===== src/rtl/sprite_arb_pkg.sv =====
// Sprite memory arbiter shared types.
// Owner encoding, CPU FSM states, defaults.
package sprite_arb_pkg;

  localparam int DEF_ADDR_W       = 8;
  localparam int DEF_ACT_W        = 4;
  localparam int DEF_DATA_W       = 32;
  localparam int DEF_STARVE_LIMIT = 4;

  typedef enum logic [1:0] {
    OWN_NONE,
    OWN_CPU,
    OWN_GPU
  } owner_e;

  typedef enum logic {
    C_IDLE,
    C_RESP
  } cpu_st_e;

endpackage


===== src/rtl/sprite_mem_arbiter_if.sv =====
// CPU, renderer and sprite-memory bus bundle.
// slave = arbiter view, master = surroundings.
interface sprite_mem_arbiter_if
  import sprite_arb_pkg::*;
#(
  parameter int ADDR_W = DEF_ADDR_W,
  parameter int ACT_W  = DEF_ACT_W,
  parameter int DATA_W = DEF_DATA_W
);

  logic                    cpu_re;
  logic                    cpu_we;
  logic [ADDR_W-1:0]       cpu_addr;
  logic [ACT_W-1:0]        cpu_action;
  logic [DATA_W-1:0]       cpu_wdata;
  logic                    cpu_stall;
  logic                    cpu_rvalid;
  logic [DATA_W-1:0]       cpu_rdata;

  logic                    gpu_req;
  logic [ADDR_W-1:0]       gpu_addr;
  logic [ACT_W-1:0]        gpu_action;
  logic                    gpu_gnt;
  logic                    gpu_rvalid;
  logic [DATA_W-1:0]       gpu_rdata;

  logic                    vblank;

  logic                    mem_en;
  logic                    mem_we;
  logic [ACT_W+ADDR_W-1:0] mem_addr;
  logic [DATA_W-1:0]       mem_wdata;
  logic [DATA_W-1:0]       mem_rdata;

  modport slave (
    input  cpu_re, cpu_we, cpu_addr,
    input  cpu_action, cpu_wdata,
    output cpu_stall, cpu_rvalid, cpu_rdata,
    input  gpu_req, gpu_addr, gpu_action,
    output gpu_gnt, gpu_rvalid, gpu_rdata,
    input  vblank,
    output mem_en, mem_we, mem_addr, mem_wdata,
    input  mem_rdata
  );

  modport master (
    output cpu_re, cpu_we, cpu_addr,
    output cpu_action, cpu_wdata,
    input  cpu_stall, cpu_rvalid, cpu_rdata,
    output gpu_req, gpu_addr, gpu_action,
    input  gpu_gnt, gpu_rvalid, gpu_rdata,
    output vblank,
    input  mem_en, mem_we, mem_addr, mem_wdata,
    output mem_rdata
  );

endinterface


===== src/rtl/sprite_arb_sel.sv =====
// Owner pick for the single memory port.
// CPU wins in vblank, on starvation or alone.
module sprite_arb_sel
  import sprite_arb_pkg::*;
(
  input  logic   cpu_pending_i,
  input  logic   gpu_req_i,
  input  logic   vblank_i,
  input  logic   starve_hit_i,
  output owner_e owner_o
);

  logic cpu_win;
  logic gpu_win;

  assign cpu_win = cpu_pending_i &&
                   (vblank_i || starve_hit_i || !gpu_req_i);
  assign gpu_win = gpu_req_i && !cpu_win;

  // one-hot owner decode
  always_comb begin
    owner_o = OWN_NONE;
    unique case (1'b1)
      cpu_win: owner_o = OWN_CPU;
      gpu_win: owner_o = OWN_GPU;
      default: owner_o = OWN_NONE;
    endcase
  end

endmodule


===== src/rtl/sprite_mem_arbiter.sv =====
// Sprite memory arbiter: one access per cycle,
// CPU stalled by renderer at most STARVE_LIMIT.
module sprite_mem_arbiter
  import sprite_arb_pkg::*;
#(
  parameter int ADDR_W       = DEF_ADDR_W,
  parameter int ACT_W        = DEF_ACT_W,
  parameter int DATA_W       = DEF_DATA_W,
  parameter int STARVE_LIMIT = DEF_STARVE_LIMIT
)(
  input logic clk,
  input logic rst_n,
  sprite_mem_arbiter_if.slave bus
);

  localparam int CNT_W = $clog2(STARVE_LIMIT + 1);
  localparam int MA_W  = ACT_W + ADDR_W;

  cpu_st_e           state_q, state_d;
  logic [CNT_W-1:0]  starve_q, starve_d;
  logic              gpu_rvalid_q;
  logic [MA_W-1:0]   maddr_q, maddr_d;
  logic [DATA_W-1:0] mwdata_q, mwdata_d;

  logic   cpu_req;
  logic   cpu_pending;
  logic   starve_hit;
  owner_e own_sel;
  owner_e own;

  assign cpu_req     = bus.cpu_re | bus.cpu_we;
  assign cpu_pending = cpu_req && (state_q == C_IDLE);
  assign starve_hit  = starve_q == CNT_W'(STARVE_LIMIT);

  sprite_arb_sel u_sel (
    .cpu_pending_i (cpu_pending),
    .gpu_req_i     (bus.gpu_req),
    .vblank_i      (bus.vblank),
    .starve_hit_i  (starve_hit),
    .owner_o       (own_sel)
  );

  // no grant can leak out while reset is held
  assign own = rst_n ? own_sel : OWN_NONE;

  // CPU handshake: stall until served, one response slot
  always_comb begin
    state_d        = state_q;
    bus.cpu_stall  = 1'b0;
    bus.cpu_rvalid = 1'b0;
    bus.cpu_rdata  = '0;
    unique case (state_q)
      C_IDLE: begin
        if (own == OWN_CPU && !bus.cpu_we) begin
          state_d       = C_RESP;
          bus.cpu_stall = 1'b1;
        end else if (cpu_req && own != OWN_CPU) begin
          bus.cpu_stall = 1'b1;
        end
      end
      C_RESP: begin
        state_d        = C_IDLE;
        bus.cpu_rvalid = 1'b1;
        bus.cpu_rdata  = bus.mem_rdata;
      end
      default: state_d = C_IDLE;
    endcase
  end

  // count renderer wins while the CPU waits, saturating
  always_comb begin
    starve_d = starve_q;
    if (!cpu_pending || own == OWN_CPU) begin
      starve_d = '0;
    end else if (own == OWN_GPU && !starve_hit) begin
      starve_d = starve_q + CNT_W'(1);
    end
  end

  // memory address/data follow the owner, else hold
  always_comb begin
    maddr_d  = maddr_q;
    mwdata_d = mwdata_q;
    unique case (own)
      OWN_CPU: begin
        maddr_d = {bus.cpu_action, bus.cpu_addr};
        if (bus.cpu_we) mwdata_d = bus.cpu_wdata;
      end
      OWN_GPU: maddr_d = {bus.gpu_action, bus.gpu_addr};
      default: ;
    endcase
  end

  assign bus.mem_en     = own != OWN_NONE;
  assign bus.mem_we     = (own == OWN_CPU) && bus.cpu_we;
  assign bus.mem_addr   = maddr_d;
  assign bus.mem_wdata  = mwdata_d;
  assign bus.gpu_gnt    = own == OWN_GPU;
  assign bus.gpu_rvalid = gpu_rvalid_q;
  assign bus.gpu_rdata  = gpu_rvalid_q ? bus.mem_rdata : '0;

  // state registers
  always_ff @(posedge clk or negedge rst_n) begin
    if (!rst_n) begin
      state_q      <= C_IDLE;
      starve_q     <= '0;
      gpu_rvalid_q <= 1'b0;
      maddr_q      <= '0;
      mwdata_q     <= '0;
    end else begin
      state_q      <= state_d;
      starve_q     <= starve_d;
      gpu_rvalid_q <= bus.gpu_gnt;
      maddr_q      <= maddr_d;
      mwdata_q     <= mwdata_d;
    end
  end

endmodule


===== src/flat_wrapper.sv =====
// flat-port wrapper written by rule: the top's interface ports become plain ports
module sprite_mem_arbiter_flat import sprite_arb_pkg::*;
#(
  parameter int ADDR_W       = DEF_ADDR_W,
  parameter int ACT_W        = DEF_ACT_W,
  parameter int DATA_W       = DEF_DATA_W,
  parameter int STARVE_LIMIT = DEF_STARVE_LIMIT
)
  (clk, rst_n, bus_cpu_re, bus_cpu_we, bus_cpu_addr, bus_cpu_action, bus_cpu_wdata, bus_cpu_stall, bus_cpu_rvalid, bus_cpu_rdata, bus_gpu_req, bus_gpu_addr, bus_gpu_action, bus_gpu_gnt, bus_gpu_rvalid, bus_gpu_rdata, bus_vblank, bus_mem_en, bus_mem_we, bus_mem_addr, bus_mem_wdata, bus_mem_rdata);
  sprite_mem_arbiter_if #(.ADDR_W(ADDR_W), .ACT_W(ACT_W), .DATA_W(DATA_W)) bus_i ();
  input logic clk;
  input logic rst_n;
  input wire logic [$bits(bus_i.cpu_re)-1:0] bus_cpu_re;
  input wire logic [$bits(bus_i.cpu_we)-1:0] bus_cpu_we;
  input wire logic [$bits(bus_i.cpu_addr)-1:0] bus_cpu_addr;
  input wire logic [$bits(bus_i.cpu_action)-1:0] bus_cpu_action;
  input wire logic [$bits(bus_i.cpu_wdata)-1:0] bus_cpu_wdata;
  output wire logic [$bits(bus_i.cpu_stall)-1:0] bus_cpu_stall;
  output wire logic [$bits(bus_i.cpu_rvalid)-1:0] bus_cpu_rvalid;
  output wire logic [$bits(bus_i.cpu_rdata)-1:0] bus_cpu_rdata;
  input wire logic [$bits(bus_i.gpu_req)-1:0] bus_gpu_req;
  input wire logic [$bits(bus_i.gpu_addr)-1:0] bus_gpu_addr;
  input wire logic [$bits(bus_i.gpu_action)-1:0] bus_gpu_action;
  output wire logic [$bits(bus_i.gpu_gnt)-1:0] bus_gpu_gnt;
  output wire logic [$bits(bus_i.gpu_rvalid)-1:0] bus_gpu_rvalid;
  output wire logic [$bits(bus_i.gpu_rdata)-1:0] bus_gpu_rdata;
  input wire logic [$bits(bus_i.vblank)-1:0] bus_vblank;
  output wire logic [$bits(bus_i.mem_en)-1:0] bus_mem_en;
  output wire logic [$bits(bus_i.mem_we)-1:0] bus_mem_we;
  output wire logic [$bits(bus_i.mem_addr)-1:0] bus_mem_addr;
  output wire logic [$bits(bus_i.mem_wdata)-1:0] bus_mem_wdata;
  input wire logic [$bits(bus_i.mem_rdata)-1:0] bus_mem_rdata;
  assign bus_i.cpu_re = bus_cpu_re;
  assign bus_i.cpu_we = bus_cpu_we;
  assign bus_i.cpu_addr = bus_cpu_addr;
  assign bus_i.cpu_action = bus_cpu_action;
  assign bus_i.cpu_wdata = bus_cpu_wdata;
  assign bus_cpu_stall = bus_i.cpu_stall;
  assign bus_cpu_rvalid = bus_i.cpu_rvalid;
  assign bus_cpu_rdata = bus_i.cpu_rdata;
  assign bus_i.gpu_req = bus_gpu_req;
  assign bus_i.gpu_addr = bus_gpu_addr;
  assign bus_i.gpu_action = bus_gpu_action;
  assign bus_gpu_gnt = bus_i.gpu_gnt;
  assign bus_gpu_rvalid = bus_i.gpu_rvalid;
  assign bus_gpu_rdata = bus_i.gpu_rdata;
  assign bus_i.vblank = bus_vblank;
  assign bus_mem_en = bus_i.mem_en;
  assign bus_mem_we = bus_i.mem_we;
  assign bus_mem_addr = bus_i.mem_addr;
  assign bus_mem_wdata = bus_i.mem_wdata;
  assign bus_i.mem_rdata = bus_mem_rdata;
  sprite_mem_arbiter #(.ADDR_W(ADDR_W), .ACT_W(ACT_W), .DATA_W(DATA_W), .STARVE_LIMIT(STARVE_LIMIT)) u_core (.clk(clk), .rst_n(rst_n), .bus(bus_i));
endmodule

===== config.mk =====
export PLATFORM = sky130hd
export DESIGN_NAME = sprite_mem_arbiter_flat
export DESIGN_NICKNAME = d
export VERILOG_FILES = /design/src/rtl/sprite_arb_pkg.sv /design/src/rtl/sprite_mem_arbiter_if.sv /design/src/rtl/sprite_arb_sel.sv /design/src/rtl/sprite_mem_arbiter.sv /design/src/flat_wrapper.sv
export SDC_FILE = /design/constraint.sdc
export NUM_CORES = 1
export LEC_CHECK = 0
export ABC_CLOCK_PERIOD_IN_PS = 7100
export CAP_MARGIN = 20
export CORE_AREA = 2 2 81 83
export DETAILED_ROUTE_END_ITERATION = 6
export DIE_AREA = 0 0 83 85
export DONT_BUFFER_PORTS = 1
export GPL_TIMING_DRIVEN = 0
export HOLD_SLACK_MARGIN = 0.08
export SKIP_LAST_GASP = 1
export SYNTH_ARGS = -nofsm -noshare
export SYNTH_HDL_FRONTEND = slang
export SYNTH_HIERARCHICAL = 1
export SYNTH_SLANG_ARGS = --single-unit

===== constraint.sdc =====
create_clock -name clk -period 7.1 [get_ports clk]
set_clock_uncertainty 0.05 [all_clocks]
set_input_delay 1.065 -clock clk [delete_from_list [all_inputs] [get_ports clk]]
set_output_delay 1.065 -clock clk [all_outputs]
set_load 0.03 [all_outputs]

* Word-level counts from Yosys, hierarchy flattened
Index checks and enable logic that the tools add are counted.
Storage, ports and cells: bits of input ports 94, logic and storage cells 44, register bits 49
Cells by class: bitwise operators 2, reduce and logical (&&, ||, !) cells 17, eq/ne operators 4, add/subtract/negate cells 1, muxes and demuxes 15
Operator list (count):
- $mux W32 | 4
- $pmux W12 S2 | 1
- $logic_and A1 B1 Y1 | 7
- $mux W3 | 2
- $logic_not A1 Y1 | 5
- $mux W1 | 5
- $pmux W2 S2 | 1
- $reduce_bool A2 Y1 | 2
- $add A3 B1 Y3 const B | 1
- $eq A3 B3 Y1 const B | 1
- $logic_or A1 B1 Y1 | 3
- $eq A2 B1 Y1 const B | 1
- $eq A2 B2 Y1 const B | 1
- $mux W2 | 1
- $ne A2 B1 Y1 const B | 1
- $pmux W1 S2 | 1
- $not A1 Y1 | 1
- $or A1 B1 Y1 | 1

* Longest topological paths before layout
word-level depth 13, depth in mapped cells 11, depth with buffers taken out 11

* Modules after synthesis
The synthesis kept the hierarchy.
By module, submodules not included:
- sprite_mem_arbiter | sequential area each 1226.2 µm², area each 2590.0 µm², cells each 223, times used 1
- sprite_arb_sel | sequential area each 0.0 µm², area each 22.5 µm², cells each 4, times used 1

* Worst setup path after synthesis
Ideal clock, no wire load.
kind input port to output port, start point in bus_cpu_re, end point out bus_cpu_stall, setup slack 3.105 ns, required time 5.985 ns, stages 9, arrival time 2.880 ns, path through nor2_1 -> nor2_1 -> a21boi_1 -> and2_1 -> ha_1 -> and2_4 -> buf_6 -> buf_12 -> nor3_1
On the way: longest elaborated chain between the ends 12
RTL lines:
- start, declared | RTL line flat_wrapper.sv:13 | input wire logic [$bits(bus_i.cpu_re)-1:0] bus_cpu_re;
- $or A1 B1 Y1 * | RTL line sprite_mem_arbiter.sv:31 | assign cpu_req = bus.cpu_re | bus.cpu_we;
- $logic_and A1 B1 Y1 * | RTL line sprite_mem_arbiter.sv:32 | assign cpu_pending = cpu_req && (state_q == C_IDLE);
- named net u_core.cpu_pending | RTL line sprite_mem_arbiter.sv:26 | logic cpu_pending;
- $logic_and A1 B1 Y1 * | RTL line sprite_arb_sel.sv:16 | assign cpu_win = cpu_pending_i &&
- $logic_not A1 Y1 | RTL line sprite_arb_sel.sv:18 | assign gpu_win = gpu_req_i && !cpu_win;
- $logic_and A1 B1 Y1 | RTL line sprite_arb_sel.sv:18
- $pmux W2 S2 * | RTL line sprite_arb_sel.sv:23 | unique case (1'b1)
- named net u_core.own_sel[0] | RTL line sprite_mem_arbiter.sv:28 | owner_e own_sel;
- $mux W2 * | RTL line sprite_mem_arbiter.sv:44 | assign own = rst_n ? own_sel : OWN_NONE;
- $ne A2 B1 Y1 | RTL line sprite_mem_arbiter.sv:57 | end else if (cpu_req && own != OWN_CPU) begin
- $logic_and A1 B1 Y1 | RTL line sprite_mem_arbiter.sv:57
- $mux W1 | RTL line sprite_mem_arbiter.sv:57
- $mux W1 * | RTL line sprite_mem_arbiter.sv:54 | if (own == OWN_CPU && !bus.cpu_we) begin
- $mux W1 * | RTL line sprite_mem_arbiter.sv:52 | unique case (state_q)
- end, declared | RTL line flat_wrapper.sv:18 | output wire logic [$bits(bus_i.cpu_stall)-1:0] bus_cpu_stall;
The timed path passes the listed nets; every way through them passes the cells marked *.

* Final worst setup path
start point reg u_core.state_q, end point out bus_mem_addr[2]
On the way: longest elaborated chain between the ends 9
RTL lines:
- start, declared | RTL line sprite_mem_arbiter.sv:19 | cpu_st_e state_q, state_d;
- start signal, assigned | RTL line sprite_mem_arbiter.sv:111 | state_q <= state_d;
- $not A1 Y1 * | RTL line sprite_mem_arbiter.sv:32
- $logic_and A1 B1 Y1 * | RTL line sprite_mem_arbiter.sv:32
- named net u_core.cpu_pending | RTL line sprite_mem_arbiter.sv:26
- $logic_and A1 B1 Y1 * | RTL line sprite_arb_sel.sv:16
- $logic_not A1 Y1 | RTL line sprite_arb_sel.sv:18
- $logic_and A1 B1 Y1 | RTL line sprite_arb_sel.sv:18
- $pmux W2 S2 * | RTL line sprite_arb_sel.sv:23
- named net u_core.own_sel[0] | RTL line sprite_mem_arbiter.sv:28
- $mux W2 * | RTL line sprite_mem_arbiter.sv:44
- $eq A2 B2 Y1 *
- named net bus_gpu_gnt | RTL line flat_wrapper.sv:24 | output wire logic [$bits(bus_i.gpu_gnt)-1:0] bus_gpu_gnt;
- $pmux W12 S2 * | RTL line sprite_mem_arbiter.sv:84 | unique case (own)
- end, declared | RTL line flat_wrapper.sv:30 | output wire logic [$bits(bus_i.mem_addr)-1:0] bus_mem_addr;
Marks and branches as above.

==> out/qor.csv <==
stage,metric,value,unit
clocking,"Clk Latency, worst-skew pair",0.30,ns
detailed_routing,Via Count,1766,
detailed_routing,M1 wire length,2271,um
setup_path,critical path arrival,3.34,ns
detailed_routing,WL met2,3365,um
layout,P&R area growth vs syn,7.806,%
floorplan,Std-Cell Rows,29,
setup_path,CP Max Fanout,10,
sta,Final Hold Fails,0,
pwr,Peak VDD IR,0.2138,mV
sta,fin. max-slew vios,0,
clocking,hold buffer count at CTS,0,
job,Max Cap Viol,0,
setup_path,Setup CP Type,flip-flop to output port,
layout,flip-flop and latch area,1226,um^2
clocking,H-tree levels,2,
setup_path,crit path capture type,output port,
layout,"most common cell after layout, fill and taps aside",and2_1,
sta,setup ws final,2.643,ns
detailed_routing,residual DRC count,0,
floorplan,core footprint,6205,um^2
yosys,Mapped Nets,326,
yosys,number of synthesized register bits,49,
yosys,"Warnings, synthesis",6,
placed_design,pre-CTS setup slack,2.876,ns
clocking,CTS Buf Count,5,
layout,most frequent cells in the layout,"and2_1, dfrtp_1, mux2_4, nand2_1, o21ai_1",
yosys,cell area after synthesis,2613,um^2
sta,Worst Hold Slack,0.3855,ns
yosys,Cell variety after synth,23,
detailed_routing,Initial DRC Count,68,
layout,area occupied by multi-input gates,1256,um^2
global_routing,first-pass GRT wire length,10210,um
sta,unrepaired setup endpoints after global routing,no,
clocking,Clock transition at path regs,0.10,ns
yosys,"Seq/Total Area, Yosys",46.93,%
sta,Fmax achieved,224.4,MHz
detailed_routing,final WL,6785,um
detailed_routing,drt pass-1 iters,4,
clocking,CTS Sinks,49,
clocking,Root Driver,clkbuf_8,
pwr,Lkg Pwr,1.266,nW
detailed_routing,ANT nets after route,0,
layout,Nets,333,
layout,number of fill cells,590,
placed_design,placed cell areas,2709,um^2
pwr,PwrDens,297.1,nW/um^2
layout,fraction of layout cells with a size suffix above 1,18.30,%
detailed_routing,Top Metal Used,met5,
detailed_routing,vias per inst,5.589,
placed_design,Post-DP HPWL,5441,um
sta,final-report setup violation count,0,
global_routing,total grt overflow,0,
clocking,Resized cells post-CTS,0,
floorplan,IO Count,208,
global_routing,initial antenna violation count,3,
status,status,"finished, final reports clean",
detailed_routing,drt wl/cell,21.47,um
placed_design,port buffer count,0,
sta,worst-margin pin slew,0.9471,ns
global_routing,largest net degree at the start of global routing,52,
global_routing,Total GRT Usage,18.70,%
sta,Tmin final,4.457,ns
min_path,Hold WC Path Type,primary input to async pin,
layout,Finished Cell Area,2816,um^2
clocking,setup bufs post-CTS,0,
placed_design,GP Congestion,0.9078,
sta,setup_tns,0,ns
floorplan,Die W,83,um
setup_path,Critical Path RT,5.98,ns
yosys,Synth top area share,46.93,%
global_routing,vias in the first global route,1868,
yosys,leading area contributor after synthesis,dfrtp_1,
floorplan,die area,7055,um^2
floorplan,Die Y,85,um
sta,max_slew headroom,36.37,%
yosys,Mapped Cells,227,
floorplan,Initial Util,42.11,%
sta,part of the cycle the worst path needs,62.78,%
yosys,Syn Area/Cell,11.51,um^2
yosys,top post-synthesis cells by area,"dfrtp_1, mux2_4, and2_1",
setup_path,crit start category,flip-flop,
clocking,clk buf depth,2,
detailed_routing,DR WL met3,891,um
clocking,CTS tree,built,
[final timing paths]
kind	startpoint	end	slack, ns	cells after the start
max in group asynchronous	rst_n	u_core/bus.gpu_rvalid	6.52	0
min in group clk	u_core/mwdata_q[30]	u_core/mwdata_q[30]	0.53	1
setup / recovery	u_core/state_q	bus_mem_addr[2]	2.64	9
hold reg to reg	u_core/mwdata_q[30]	u_core/mwdata_q[30]	0.53	1
setup reg to reg	u_core/state_q	u_core/maddr_q[2]	3.84	9
hold / removal	rst_n	u_core/mwdata_q[16]	0.39	0
[logic make-up after synthesis]
kind of cell,count (synthesis),synth area share (%)
AO/OA/AOI/OAI,28,6.705
XOR/XNOR,1,0.3353
adder cells (fa/ha/maj),5,2.395
buffers and inverters,19,4.981
flip-flops,49,46.94
multiplexers,33,18.20
AND/OR/NAND/NOR,92,20.45
[synth_stat cells]
master    count
buf_2         2
and2_4        1
nor3_1        3
nor2_1        5
xnor2_1       1
a22oi_1      12
and4b_1       1
nand2_1      13
mux2i_1       1
nor3b_1       1
a21boi_1      2
mux2_4       28
inv_1         5
and2_1       67
buf_6         1
o21ai_1      13
clkbuf_1      8
ha_1          5
a21oi_1       1
or3_1         1
buf_12        3
dfrtp_1      49
mux2_1        4
[stage by stage]
stage / utilization, % / instances / total power [mW]
detailed placement: 43.66 / 304 / 0.6654
finish: 45.39 / 316 / 0.8369
floorplan: - / 227 / 0.6334
global placement: 43.66 / 304 / 0.6623
CTS: 45.23 / 312 / 0.8425
global route: 45.23 / 312 / 0.8727
[critical path, cell delays in order (launching register included)]
cell      delay (ns)
dfrtp_1         0.68
clkbuf_1        0.39
nor2_1          0.11
a21boi_1        0.14
and2_1          0.16
inv_1           0.08
ha_1            0.49
buf_2           0.32
a22oi_1         0.09
o21ai_1         0.57
[final cells by class]
class	count	share of cell area, %
clock buffer	5	2.443
multi-input combinational	159	44.60
sequential	49	43.54
inverter	5	0.6664
clock inverter	3	1.022
buffer	14	3.954
antenna	4	0.3554
tap	77	3.421
[flip-flops by register name, indices dropped and copies added (netlist names)]
signal	cells
u_core/mwdata_q	32
u_core/maddr_q	12
u_core/starve_q	3
u_core/bus.gpu_rvalid	1
u_core/state_q	1
[where the power goes]
group / switching, mW / total (mW) / leakage [nW] / internal, mW
Sequential: 0.0206 / 0.357 / 0.609 / 0.336
Combinational: 0.216 / 0.303 / 0.607 / 0.0868
Clock: 0.103 / 0.177 / 0.0507 / 0.0738
[per-layer routing]
layer	up-vias	GRT usage (%)
met5	-	0
met2	133	31.23
li1	773	-
met3	17	9.436
met4	2	8.346
met1	841	19.99
(Power assumes the default switching activity.)
